==> src/rtl/cpu_types_pkg.sv <==
// Shared CPU control types: pipeline controller FSM state and register-index width.
package cpu_types_pkg;

  localparam int REG_IDX_W = 5;

  typedef logic [REG_IDX_W-1:0] reg_idx_t;

  typedef enum logic [1:0] {
    RUN   = 2'd0,
    DWAIT = 2'd1,
    HALT  = 2'd2
  } pipe_state_t;

endpackage

==> src/rtl/pipeline_controller_if.sv <==
// Datapath <-> pipeline controller bundle; master is the controller, slave the datapath.
interface pipeline_controller_if;
  import cpu_types_pkg::*;

  logic     ihit;
  logic     dhit;
  logic     mem_dREN;
  logic     mem_dWEN;
  logic     halt_wb;
  logic     ex_dREN;
  reg_idx_t ex_wsel;
  reg_idx_t id_rs;
  reg_idx_t id_rt;
  logic     ex_branch_taken;
  logic     id_jump;

  logic     pc_en;
  logic     ifid_en;
  logic     idex_en;
  logic     exmem_en;
  logic     memwb_en;
  logic     ifid_flush;
  logic     idex_flush;
  logic     exmem_flush;
  logic     memwb_flush;
  logic     dmem_req;
  logic     halted;

  modport master (
    input  ihit, dhit, mem_dREN, mem_dWEN, halt_wb, ex_dREN, ex_wsel, id_rs, id_rt,
           ex_branch_taken, id_jump,
    output pc_en, ifid_en, idex_en, exmem_en, memwb_en,
           ifid_flush, idex_flush, exmem_flush, memwb_flush, dmem_req, halted
  );

  modport slave (
    output ihit, dhit, mem_dREN, mem_dWEN, halt_wb, ex_dREN, ex_wsel, id_rs, id_rt,
           ex_branch_taken, id_jump,
    input  pc_en, ifid_en, idex_en, exmem_en, memwb_en,
           ifid_flush, idex_flush, exmem_flush, memwb_flush, dmem_req, halted
  );

endinterface

==> src/rtl/hazard_detect.sv <==
// Load-use hazard: the load in EX writes a register the ID instruction reads.
module hazard_detect
  import cpu_types_pkg::*;
(
  input  logic     ex_dREN,
  input  reg_idx_t ex_wsel,
  input  reg_idx_t id_rs,
  input  reg_idx_t id_rt,
  output logic     load_use
);

  // $zero is never a real dependency
  assign load_use = ex_dREN && (ex_wsel != '0) &&
                    ((ex_wsel == id_rs) || (ex_wsel == id_rt));

endmodule

==> src/rtl/pipeline_controller.sv <==
// Five-stage pipeline stall/flush controller; all enables/flushes are combinational from state+inputs.
// Optional PIPE_PERF_EN adds saturating stall_cnt/flush_cnt counters.
module pipeline_controller
  import cpu_types_pkg::*;
(
  input  logic                   CLK,
  input  logic                   nRST,
  pipeline_controller_if.master  bus
`ifdef PIPE_PERF_EN
  ,
  output logic [31:0]            stall_cnt,
  output logic [31:0]            flush_cnt
`endif
);

  pipe_state_t state, next_state;
  logic        hit_q;
  logic        mem_req;
  logic        data_stall;
  logic        load_use;

  logic pc_en, ifid_en, idex_en, exmem_en, memwb_en;
  logic ifid_flush, idex_flush, exmem_flush, memwb_flush;
  logic dmem_req, halted;

  assign mem_req    = bus.mem_dREN || bus.mem_dWEN;
  assign data_stall = !bus.dhit && ((state == DWAIT) || ((state == RUN) && mem_req));

  hazard_detect u_hazard (
    .ex_dREN  (bus.ex_dREN),
    .ex_wsel  (bus.ex_wsel),
    .id_rs    (bus.id_rs),
    .id_rt    (bus.id_rt),
    .load_use (load_use)
  );

  // hit_q masks the request for one cycle after a completed access, while MEM
  // still shows the old instruction's strobes.
  always_ff @(posedge CLK or negedge nRST) begin
    if (!nRST) begin
      state <= RUN;
      hit_q <= 1'b0;
    end else begin
      state <= next_state;
      hit_q <= (state != HALT) && bus.dhit && (mem_req || (state == DWAIT));
    end
  end

  always_comb begin
    next_state = state;
    case (state)
      RUN:     if (mem_req && !bus.dhit) next_state = DWAIT;
      DWAIT:   if (bus.dhit) next_state = RUN;
      HALT:    next_state = HALT;
      default: next_state = RUN;
    endcase
    if (bus.halt_wb && memwb_en) next_state = HALT;
  end

  always_comb begin
    pc_en       = 1'b1;
    ifid_en     = 1'b1;
    idex_en     = 1'b1;
    exmem_en    = 1'b1;
    memwb_en    = 1'b1;
    ifid_flush  = 1'b0;
    idex_flush  = 1'b0;
    exmem_flush = 1'b0;
    memwb_flush = 1'b0;
    dmem_req    = mem_req && !hit_q;
    halted      = 1'b0;
    if (!nRST) begin
      {pc_en, ifid_en, idex_en, exmem_en, memwb_en}         = '0;
      {ifid_flush, idex_flush, exmem_flush, memwb_flush} = '1;
      dmem_req = 1'b0;
    end else if (state == HALT) begin
      {pc_en, ifid_en, idex_en, exmem_en, memwb_en} = '0;
      dmem_req = 1'b0;
      halted   = 1'b1;
    end else if (data_stall) begin
      {pc_en, ifid_en, idex_en, exmem_en, memwb_en} = '0;
      dmem_req = !hit_q;
    end else if (bus.ex_branch_taken) begin
      pc_en      = bus.ihit;
      ifid_flush = 1'b1;
      idex_flush = 1'b1;
    end else if (load_use) begin
      pc_en      = 1'b0;
      ifid_en    = 1'b0;
      idex_flush = 1'b1;
    end else if (bus.id_jump && bus.ihit) begin
      ifid_flush = 1'b1;
    end else if (!bus.ihit) begin
      pc_en      = 1'b0;
      ifid_flush = 1'b1;
    end
  end

  assign bus.pc_en       = pc_en;
  assign bus.ifid_en     = ifid_en;
  assign bus.idex_en     = idex_en;
  assign bus.exmem_en    = exmem_en;
  assign bus.memwb_en    = memwb_en;
  assign bus.ifid_flush  = ifid_flush;
  assign bus.idex_flush  = idex_flush;
  assign bus.exmem_flush = exmem_flush;
  assign bus.memwb_flush = memwb_flush;
  assign bus.dmem_req    = dmem_req;
  assign bus.halted      = halted;

`ifdef PIPE_PERF_EN
  logic any_flush;
  assign any_flush = ifid_flush || idex_flush || exmem_flush || memwb_flush;

  always_ff @(posedge CLK or negedge nRST) begin
    if (!nRST) begin
      stall_cnt <= '0;
      flush_cnt <= '0;
    end else if (state != HALT) begin
      if (!pc_en && (stall_cnt != '1)) stall_cnt <= stall_cnt + 32'd1;
      if (any_flush && (flush_cnt != '1)) flush_cnt <= flush_cnt + 32'd1;
    end
  end
`endif

endmodule

==> src/flat_wrapper.sv <==
// flat-port wrapper written by rule: the top's interface ports become plain ports
module pipeline_controller_flat import cpu_types_pkg::*;
  (CLK, nRST, bus_ihit, bus_dhit, bus_mem_dREN, bus_mem_dWEN, bus_halt_wb, bus_ex_dREN, bus_ex_wsel, bus_id_rs, bus_id_rt, bus_ex_branch_taken, bus_id_jump, bus_pc_en, bus_ifid_en, bus_idex_en, bus_exmem_en, bus_memwb_en, bus_ifid_flush, bus_idex_flush, bus_exmem_flush, bus_memwb_flush, bus_dmem_req, bus_halted);
  pipeline_controller_if bus_i ();
  input  logic CLK;
  input  logic nRST;
  input wire logic [$bits(bus_i.ihit)-1:0] bus_ihit;
  input wire logic [$bits(bus_i.dhit)-1:0] bus_dhit;
  input wire logic [$bits(bus_i.mem_dREN)-1:0] bus_mem_dREN;
  input wire logic [$bits(bus_i.mem_dWEN)-1:0] bus_mem_dWEN;
  input wire logic [$bits(bus_i.halt_wb)-1:0] bus_halt_wb;
  input wire logic [$bits(bus_i.ex_dREN)-1:0] bus_ex_dREN;
  input wire logic [$bits(bus_i.ex_wsel)-1:0] bus_ex_wsel;
  input wire logic [$bits(bus_i.id_rs)-1:0] bus_id_rs;
  input wire logic [$bits(bus_i.id_rt)-1:0] bus_id_rt;
  input wire logic [$bits(bus_i.ex_branch_taken)-1:0] bus_ex_branch_taken;
  input wire logic [$bits(bus_i.id_jump)-1:0] bus_id_jump;
  output wire logic [$bits(bus_i.pc_en)-1:0] bus_pc_en;
  output wire logic [$bits(bus_i.ifid_en)-1:0] bus_ifid_en;
  output wire logic [$bits(bus_i.idex_en)-1:0] bus_idex_en;
  output wire logic [$bits(bus_i.exmem_en)-1:0] bus_exmem_en;
  output wire logic [$bits(bus_i.memwb_en)-1:0] bus_memwb_en;
  output wire logic [$bits(bus_i.ifid_flush)-1:0] bus_ifid_flush;
  output wire logic [$bits(bus_i.idex_flush)-1:0] bus_idex_flush;
  output wire logic [$bits(bus_i.exmem_flush)-1:0] bus_exmem_flush;
  output wire logic [$bits(bus_i.memwb_flush)-1:0] bus_memwb_flush;
  output wire logic [$bits(bus_i.dmem_req)-1:0] bus_dmem_req;
  output wire logic [$bits(bus_i.halted)-1:0] bus_halted;
  assign bus_i.ihit = bus_ihit;
  assign bus_i.dhit = bus_dhit;
  assign bus_i.mem_dREN = bus_mem_dREN;
  assign bus_i.mem_dWEN = bus_mem_dWEN;
  assign bus_i.halt_wb = bus_halt_wb;
  assign bus_i.ex_dREN = bus_ex_dREN;
  assign bus_i.ex_wsel = bus_ex_wsel;
  assign bus_i.id_rs = bus_id_rs;
  assign bus_i.id_rt = bus_id_rt;
  assign bus_i.ex_branch_taken = bus_ex_branch_taken;
  assign bus_i.id_jump = bus_id_jump;
  assign bus_pc_en = bus_i.pc_en;
  assign bus_ifid_en = bus_i.ifid_en;
  assign bus_idex_en = bus_i.idex_en;
  assign bus_exmem_en = bus_i.exmem_en;
  assign bus_memwb_en = bus_i.memwb_en;
  assign bus_ifid_flush = bus_i.ifid_flush;
  assign bus_idex_flush = bus_i.idex_flush;
  assign bus_exmem_flush = bus_i.exmem_flush;
  assign bus_memwb_flush = bus_i.memwb_flush;
  assign bus_dmem_req = bus_i.dmem_req;
  assign bus_halted = bus_i.halted;
  pipeline_controller u_core (.CLK(CLK), .nRST(nRST), .bus(bus_i));
endmodule
==> config.mk <==
export PLATFORM = sky130hd
export DESIGN_NAME = pipeline_controller_flat
export DESIGN_NICKNAME = d
export VERILOG_FILES = /design/src/rtl/cpu_types_pkg.sv /design/src/rtl/pipeline_controller_if.sv /design/src/rtl/hazard_detect.sv /design/src/rtl/pipeline_controller.sv /design/src/flat_wrapper.sv
export SDC_FILE = /design/constraint.sdc
export NUM_CORES = 1
export LEC_CHECK = 0
export ABC_AREA = 1
export CORE_AREA = 2 2 39 41
export DETAILED_ROUTE_END_ITERATION = 10
export DIE_AREA = 0 0 41 43
export DONT_BUFFER_PORTS = 1
export HOLD_SLACK_MARGIN = 0.1
export PLACE_DENSITY = 0.46
export SETUP_SLACK_MARGIN = 0.15
export SYNTH_ARGS = -nofsm -noshare
export SYNTH_HDL_FRONTEND = slang
export SYNTH_SLANG_ARGS = --single-unit
==> constraint.sdc <==
create_clock -name CLK -period 1.33 [get_ports CLK]
set_input_delay 0.0665 -clock CLK [delete_from_list [all_inputs] [get_ports CLK]]
set_output_delay 0.0665 -clock CLK [all_outputs]
set_load 0.01 [all_outputs]
Yosys cells after proc, flatten, opt, wreduce, memory -nomap -nowiden
Cells that the tools add are included.
- register bits: 3
- input bits: 25
- output and inout port bits: 11
- word-level logic and storage cells: 65
- equality and inequality tests: 7
- mux-type cells: 37
- reductions and logical operators: 19
- operators by type and width (kind ; number):
    1-bit two-way mux ; 33
    5-bit == test ; 2
    1-bit logical AND ; 10
    2-bit two-way mux ; 3
    3-bit != test (second input constant) ; 2
    2-bit case mux with 3 select lines ; 1
    5-bit nonzero test ; 1
    1-bit logical OR ; 4
    2-bit by 1-bit == test with 1-bit output (second input constant) ; 1
    2-bit == test (second input constant) ; 1
    1-bit logical NOT ; 2
    2-bit logical NOT ; 1
    2-bit != test (second input constant) ; 1
    2-bit AND reduction ; 1

Depth between registers and ports, before layout
- depth in word-level cells: 10
- gate-level depth with buffers: 10
- gate-level depth less buffers: 10

Modules after synthesis
From an unflattened synthesis, not the netlist that was laid out.
- cell total of the unflattened synthesis: 82
- area, all modules: 473.0 um^2
- modules (own cells, without submodules) (module ; instances ; cells each ; area an instance (um^2) ; sequential area each (um^2)):
    pipeline_controller ; 1 ; 37 ; 277.8 ; 75.1
    hazard_detect ; 1 ; 45 ; 195.2 ; 0.0

Worst setup path before layout
OpenSTA, ideal clock, no wires.
- kind: register -> output
- start: reg u_core.state[1]
- end: out bus_pc_en
- data arrival time: 1.056 ns
- data required time: 1.263 ns
- setup slack: 0.207 ns
- cell stages (with the launch flop): 8
- path buffers: 0
- cell sequence: dfrtp_1 inv_1 nor2_1 inv_1 nand2_2 nor2_4 nand2_1 nor2_1
- cells in the longest elaborated chain, start to end: 7
- elaborated cells between the ends (all ways): 9
- classes of those cells: eq/ne (2); mux (3); reduce/logical (4)
- ends and longest elaborated chain (item ; RTL line ; source):
    from (decl) ; pipeline_controller.sv:16 ; pipe_state_t state, next_state;
    from (signal assigned) ; pipeline_controller.sv:44 ; state <= next_state;
    2-bit logical NOT ; pipeline_controller.sv:27 ; assign data_stall = !bus.dhit && ((state == DWAIT) || ((state == RUN) && mem_req));
    1-bit logical AND ; pipeline_controller.sv:27 ;
    1-bit logical OR ; pipeline_controller.sv:27 ;
    1-bit logical AND ; pipeline_controller.sv:27 ;
    1-bit two-way mux ; pipeline_controller.sv:80 ; end else if (data_stall) begin
    1-bit two-way mux (*) ; pipeline_controller.sv:76 ; end else if (state == HALT) begin
    1-bit two-way mux (*) ; pipeline_controller.sv:72 ; if (!nRST) begin
    to (decl) ; flat_wrapper.sv:18 ; output wire logic [$bits(bus_i.pc_en)-1:0] bus_pc_en;
Mark *: on every way between the ends. The rest lies on a longest branch, timed or not.

Worst setup path in the final report
- start: reg u_core.state[1]
- end: reg u_core.state[0]
- cells in the longest elaborated chain, start to end: 10
- elaborated cells between the ends (all ways): 15
- classes of those cells: eq/ne (4); mux (5); reduce/logical (6)
- ends and longest elaborated chain (item ; RTL line ; source):
    2-bit logical NOT ; pipeline_controller.sv:27, pipeline_controller.sv:51 ;
    1-bit logical AND ; pipeline_controller.sv:27 ;
    1-bit logical OR ; pipeline_controller.sv:27 ;
    1-bit logical AND ; pipeline_controller.sv:27 ;
    1-bit two-way mux ; pipeline_controller.sv:80 ;
    1-bit two-way mux ; pipeline_controller.sv:76 ;
    1-bit two-way mux ; pipeline_controller.sv:72 ;
    1-bit logical AND ; pipeline_controller.sv:57 ; if (bus.halt_wb && memwb_en) next_state = HALT;
    3-bit != test (no line) ; -- ;
    2-bit AND reduction (no line) ; -- ;
Parallel ways exist; a longest one is shown, timed or not.
A chain may end at the register's enable or synchronous reset.

==> flow_results.xml <==
<?xml version="1.0" encoding="UTF-8"?>
<metrics>
  <group name="run_status">
    <metric name="status" unit="">finished with violations</metric>
    <metric name="failing_checks" unit="">negative setup slack</metric>
  </group>
  <group name="finish">
    <metric name="area_growth" unit="%">51.3</metric>
    <metric name="layout.cells.most_common" unit="">sky130_fd_sc_hd__nand2_1</metric>
    <metric name="antennaDiodeCount" unit="">0</metric>
    <metric name="mostFrequentLayoutCells" unit="">31 x sky130_fd_sc_hd__nand2_1, 20 x sky130_fd_sc_hd__inv_1, 10 x sky130_fd_sc_hd__nor2_1, 10 x sky130_fd_sc_hd__buf_4</metric>
    <metric name="nNetsFinal" unit="">135</metric>
    <metric name="post-route-cell-area" unit="sq um">679</metric>
    <metric name="final_layout_size_suffix_gt1_share" unit="%">29.4</metric>
  </group>
  <group name="clock_tree">
    <metric name="cts_buffer_depth" unit="">2</metric>
    <metric name="numCtsBuffers" unit="">3</metric>
    <metric name="htreeDepth" unit="">1</metric>
    <metric name="tritoncts_clock_tree" unit="">built</metric>
    <metric name="clkSinkCount" unit="">3</metric>
    <metric name="clock_pin_slew_on_the_worst_setup_and_hold_paths" unit="ps">40</metric>
    <metric name="worstSkewPairLatency" unit="ps">230</metric>
    <metric name="cts_root_buffer" unit="">sky130_fd_sc_hd__clkbuf_4</metric>
  </group>
  <group name="yosys">
    <metric name="mappedNetlistNets" unit="">115</metric>
    <metric name="seq_area_frac_synth" unit="%">16.7</metric>
    <metric name="synth.cell_area" unit="sq um">449</metric>
    <metric name="ys_warn_count" unit="">0</metric>
    <metric name="postSynthCellCount" unit="">90</metric>
    <metric name="number_of_synthesized_register_bits" unit="">3</metric>
    <metric name="post_synthesis_cell_type_count" unit="">15</metric>
    <metric name="syn_avg_cell_area" unit="sq um">4.99</metric>
  </group>
  <group name="timing">
    <metric name="layout_setup_ws" unit="ps">-29.7</metric>
    <metric name="tightestPinTransition" unit="ps">342</metric>
    <metric name="hold_ws" unit="ps">185</metric>
    <metric name="final_period_minus_worst_setup_slack" unit="ps">1360</metric>
    <metric name="report.final.hold_viol_count" unit="">0</metric>
    <metric name="slew_headroom" unit="%">77.2</metric>
    <metric name="total_of_endpoints_with_negative_setup_slack_in_the_final_report" unit="">5</metric>
    <metric name="final-max-slew-violation-count" unit="">0</metric>
    <metric name="rsz_0062_raised_after_global_routing" unit="">true</metric>
    <metric name="timing.final.crit_share" unit="%">102</metric>
    <metric name="fmax" unit="MHz">735</metric>
    <metric name="timing.clock.skew" unit="ps">1.98</metric>
    <metric name="fin_tns_setup" unit="ps">-67.9</metric>
  </group>
  <group name="die">
    <metric name="fp.dieArea" unit="sq um">1760</metric>
    <metric name="design.portCount" unit="">36</metric>
    <metric name="die_height" unit="microns">43</metric>
    <metric name="dieWidth" unit="microns">41</metric>
    <metric name="starting_density" unit="%">32.5</metric>
    <metric name="fp-row-count" unit="">14</metric>
    <metric name="coreArea" unit="sq um">1380</metric>
  </group>
  <group name="power">
    <metric name="pwr_density_cell" unit="nW/um^2">507</metric>
    <metric name="ir_worst_vdd" unit="V">0.000308</metric>
    <metric name="design_power_total" unit="uW">345</metric>
    <metric name="static-leakage-power" unit="nW">0.416</metric>
  </group>
  <group name="setup_path">
    <metric name="endpoint_kind" unit="">flip-flop</metric>
    <metric name="crit_path_start_kind" unit="">flip-flop</metric>
    <metric name="worst_path_most_repeated_cell" unit="">sky130_fd_sc_hd__buf_6</metric>
    <metric name="worst-path-max-fanout" unit="">3</metric>
    <metric name="cpPeakStageDelay" unit="ps">370</metric>
    <metric name="path_delay_family" unit="">buffers and inverters</metric>
    <metric name="timing.critical_path.slowest_stage_cell" unit="">sky130_fd_sc_hd__dfrtp_1</metric>
    <metric name="cp.buffers_inverters" unit="">7</metric>
    <metric name="worstSetupPathType" unit="">flip-flop to flip-flop</metric>
    <metric name="critical_path.cell_chain" unit="">inv_2, nand2_2, nand2_4, nand3_4, buf_4, buf_6, buf_4, buf_6, buf_6, inv_2</metric>
    <metric name="worstPathRequired" unit="ps">1500</metric>
    <metric name="critical_path_arrival" unit="ps">1530</metric>
  </group>
  <group name="drt">
    <metric name="drt-total-wl" unit="mm">1.29</metric>
    <metric name="post-route-drc-count" unit="">0</metric>
    <metric name="antenna_left" unit="">0</metric>
    <metric name="routed_len_inst" unit="microns">10.3</metric>
    <metric name="initialDrtViolationCount" unit="">10</metric>
    <metric name="route.vias.total" unit="">545</metric>
    <metric name="vias_per_cell" unit="">4.36</metric>
    <metric name="first_pass_iters" unit="">4</metric>
  </group>
  <group name="place">
    <metric name="hpwlAfterDp" unit="microns">828</metric>
    <metric name="portBuffers" unit="">0</metric>
    <metric name="detailed_place.area" unit="sq um">454</metric>
    <metric name="gpl.final_weighted_congestion" unit="">0.711</metric>
  </group>
  <group name="grt">
    <metric name="globalRouteTotalUtil" unit="%">17.7</metric>
    <metric name="grt_start_max_net_pins" unit="">6</metric>
    <metric name="globalRoute.totalOverflow" unit="">0</metric>
    <metric name="grt_pass1_vias" unit="">597</metric>
    <metric name="grt_pass1_wl" unit="mm">2.17</metric>
    <metric name="grt_antenna_before_repair" unit="">0</metric>
  </group>
  <group name="run">
    <metric name="max_cap_violations" unit="">0</metric>
  </group>
  <group name="hold_path">
    <metric name="worstHoldPathType" unit="">input port to primary output</metric>
  </group>
</metrics>
## state kept, by name, indices dropped and copies added, names as in the netlist
| signal | cells |
|---|---|
| u_core.state | 2 |
| u_core.hit_q | 1 |
## kinds of logic (layout without fill, tap and decap cells)
kind of cell,count (synthesis),in the layout,synth area share (%)
simple gates,57,57,52.9
flops,3,3,16.7
compound gates,2,2,2.23
buf+inv,26,45,24.2
xor+xnor,2,2,3.90
## area by class of cell
class | instances | area (sq um)
fillers | 160 | 704
multi-input cells | 61 | 312
flip-flops and latches | 3 | 75.1
well taps | 16 | 20.0
repair buffers | 18 | 160
inverters | 23 | 86.3
clock buffers | 4 | 26.3
## cell usage after synthesis
| cell | instances | area (sq um) |
|---|---|---|
| sky130_fd_sc_hd__xnor2_1 | 2 | 17.5 |
| sky130_fd_sc_hd__nor2_1 | 13 | 48.8 |
| sky130_fd_sc_hd__nand4_1 | 1 | 6.26 |
| sky130_fd_sc_hd__a21oi_1 | 1 | 5.00 |
| sky130_fd_sc_hd__nor2_4 | 1 | 11.3 |
| sky130_fd_sc_hd__inv_1 | 22 | 82.6 |
| sky130_fd_sc_hd__nand3_1 | 3 | 15.0 |
| sky130_fd_sc_hd__inv_2 | 1 | 3.75 |
| sky130_fd_sc_hd__o21ai_0 | 1 | 5.00 |
| sky130_fd_sc_hd__nor3_1 | 1 | 5.00 |
| sky130_fd_sc_hd__nand2_2 | 1 | 6.26 |
| sky130_fd_sc_hd__buf_4 | 3 | 22.5 |
| sky130_fd_sc_hd__nand3_2 | 1 | 10.0 |
| sky130_fd_sc_hd__nand2_1 | 36 | 135 |
| sky130_fd_sc_hd__dfrtp_1 | 3 | 75.1 |
## worst register-to-register path, stage by stage (launching register included)
cell and delay (ps):
sky130_fd_sc_hd__dfrtp_1 370, sky130_fd_sc_hd__inv_2 80, sky130_fd_sc_hd__nand2_2 70, sky130_fd_sc_hd__nand2_4 70
sky130_fd_sc_hd__nand3_4 100, sky130_fd_sc_hd__buf_4 150, sky130_fd_sc_hd__buf_6 100, sky130_fd_sc_hd__buf_4 120
sky130_fd_sc_hd__buf_6 100, sky130_fd_sc_hd__buf_6 100, sky130_fd_sc_hd__inv_2 30
## repair_timing
action                                  in CTS  in global routing
resized for setup                           12                  7
endpoints found under the hold margin        5                  0
setup buffers                               10                  3
endpoints found under the setup margin       8                 11
hold buffers                                 4                  0
pin swaps                                    5                  7
## through the flow
step | utilization, % | setup WS (ps) | std cells
floorplan | - | 207 | 90
detailed placement | 32.8 | 172 | 104
finish | 49.1 | -29.7 | 125
global placement | 32.8 | 199 | 104
global route | 49.1 | -104 | 125
CTS | 45.8 | 11.2 | 122
## power breakdown
group          total, mW  internal, mW  switching [mW]
logic             0.0965        0.0467          0.0498
clock network      0.156         0.112          0.0441
registers         0.0918        0.0918               0
## metal layers
layer	GRT usage [%]	up-vias	wire length (microns)
li1	-	292	-
met1	17.2	237	468
met2	31.3	14	743
met3	4.19	2	63
met4	10.0	0	18
met5	0	-	0
## worst paths after layout
kind                                       from               to  slack (ps)  depth (start not counted)
worst max-delay path            u_core.state[1]  u_core.state[0]         -30                         10
worst min-delay path                       nRST   bus_idex_flush         190                          1
worst max register to register  u_core.state[1]  u_core.state[0]         -30                         10
worst min register to register  u_core.state[0]     u_core.hit_q         600                          2
max in group asynchronous                  nRST     u_core.hit_q         530                          2
min in group asynchronous                  nRST  u_core.state[1]         640                          2
Note: power is estimated with default switching activity, not from simulation.
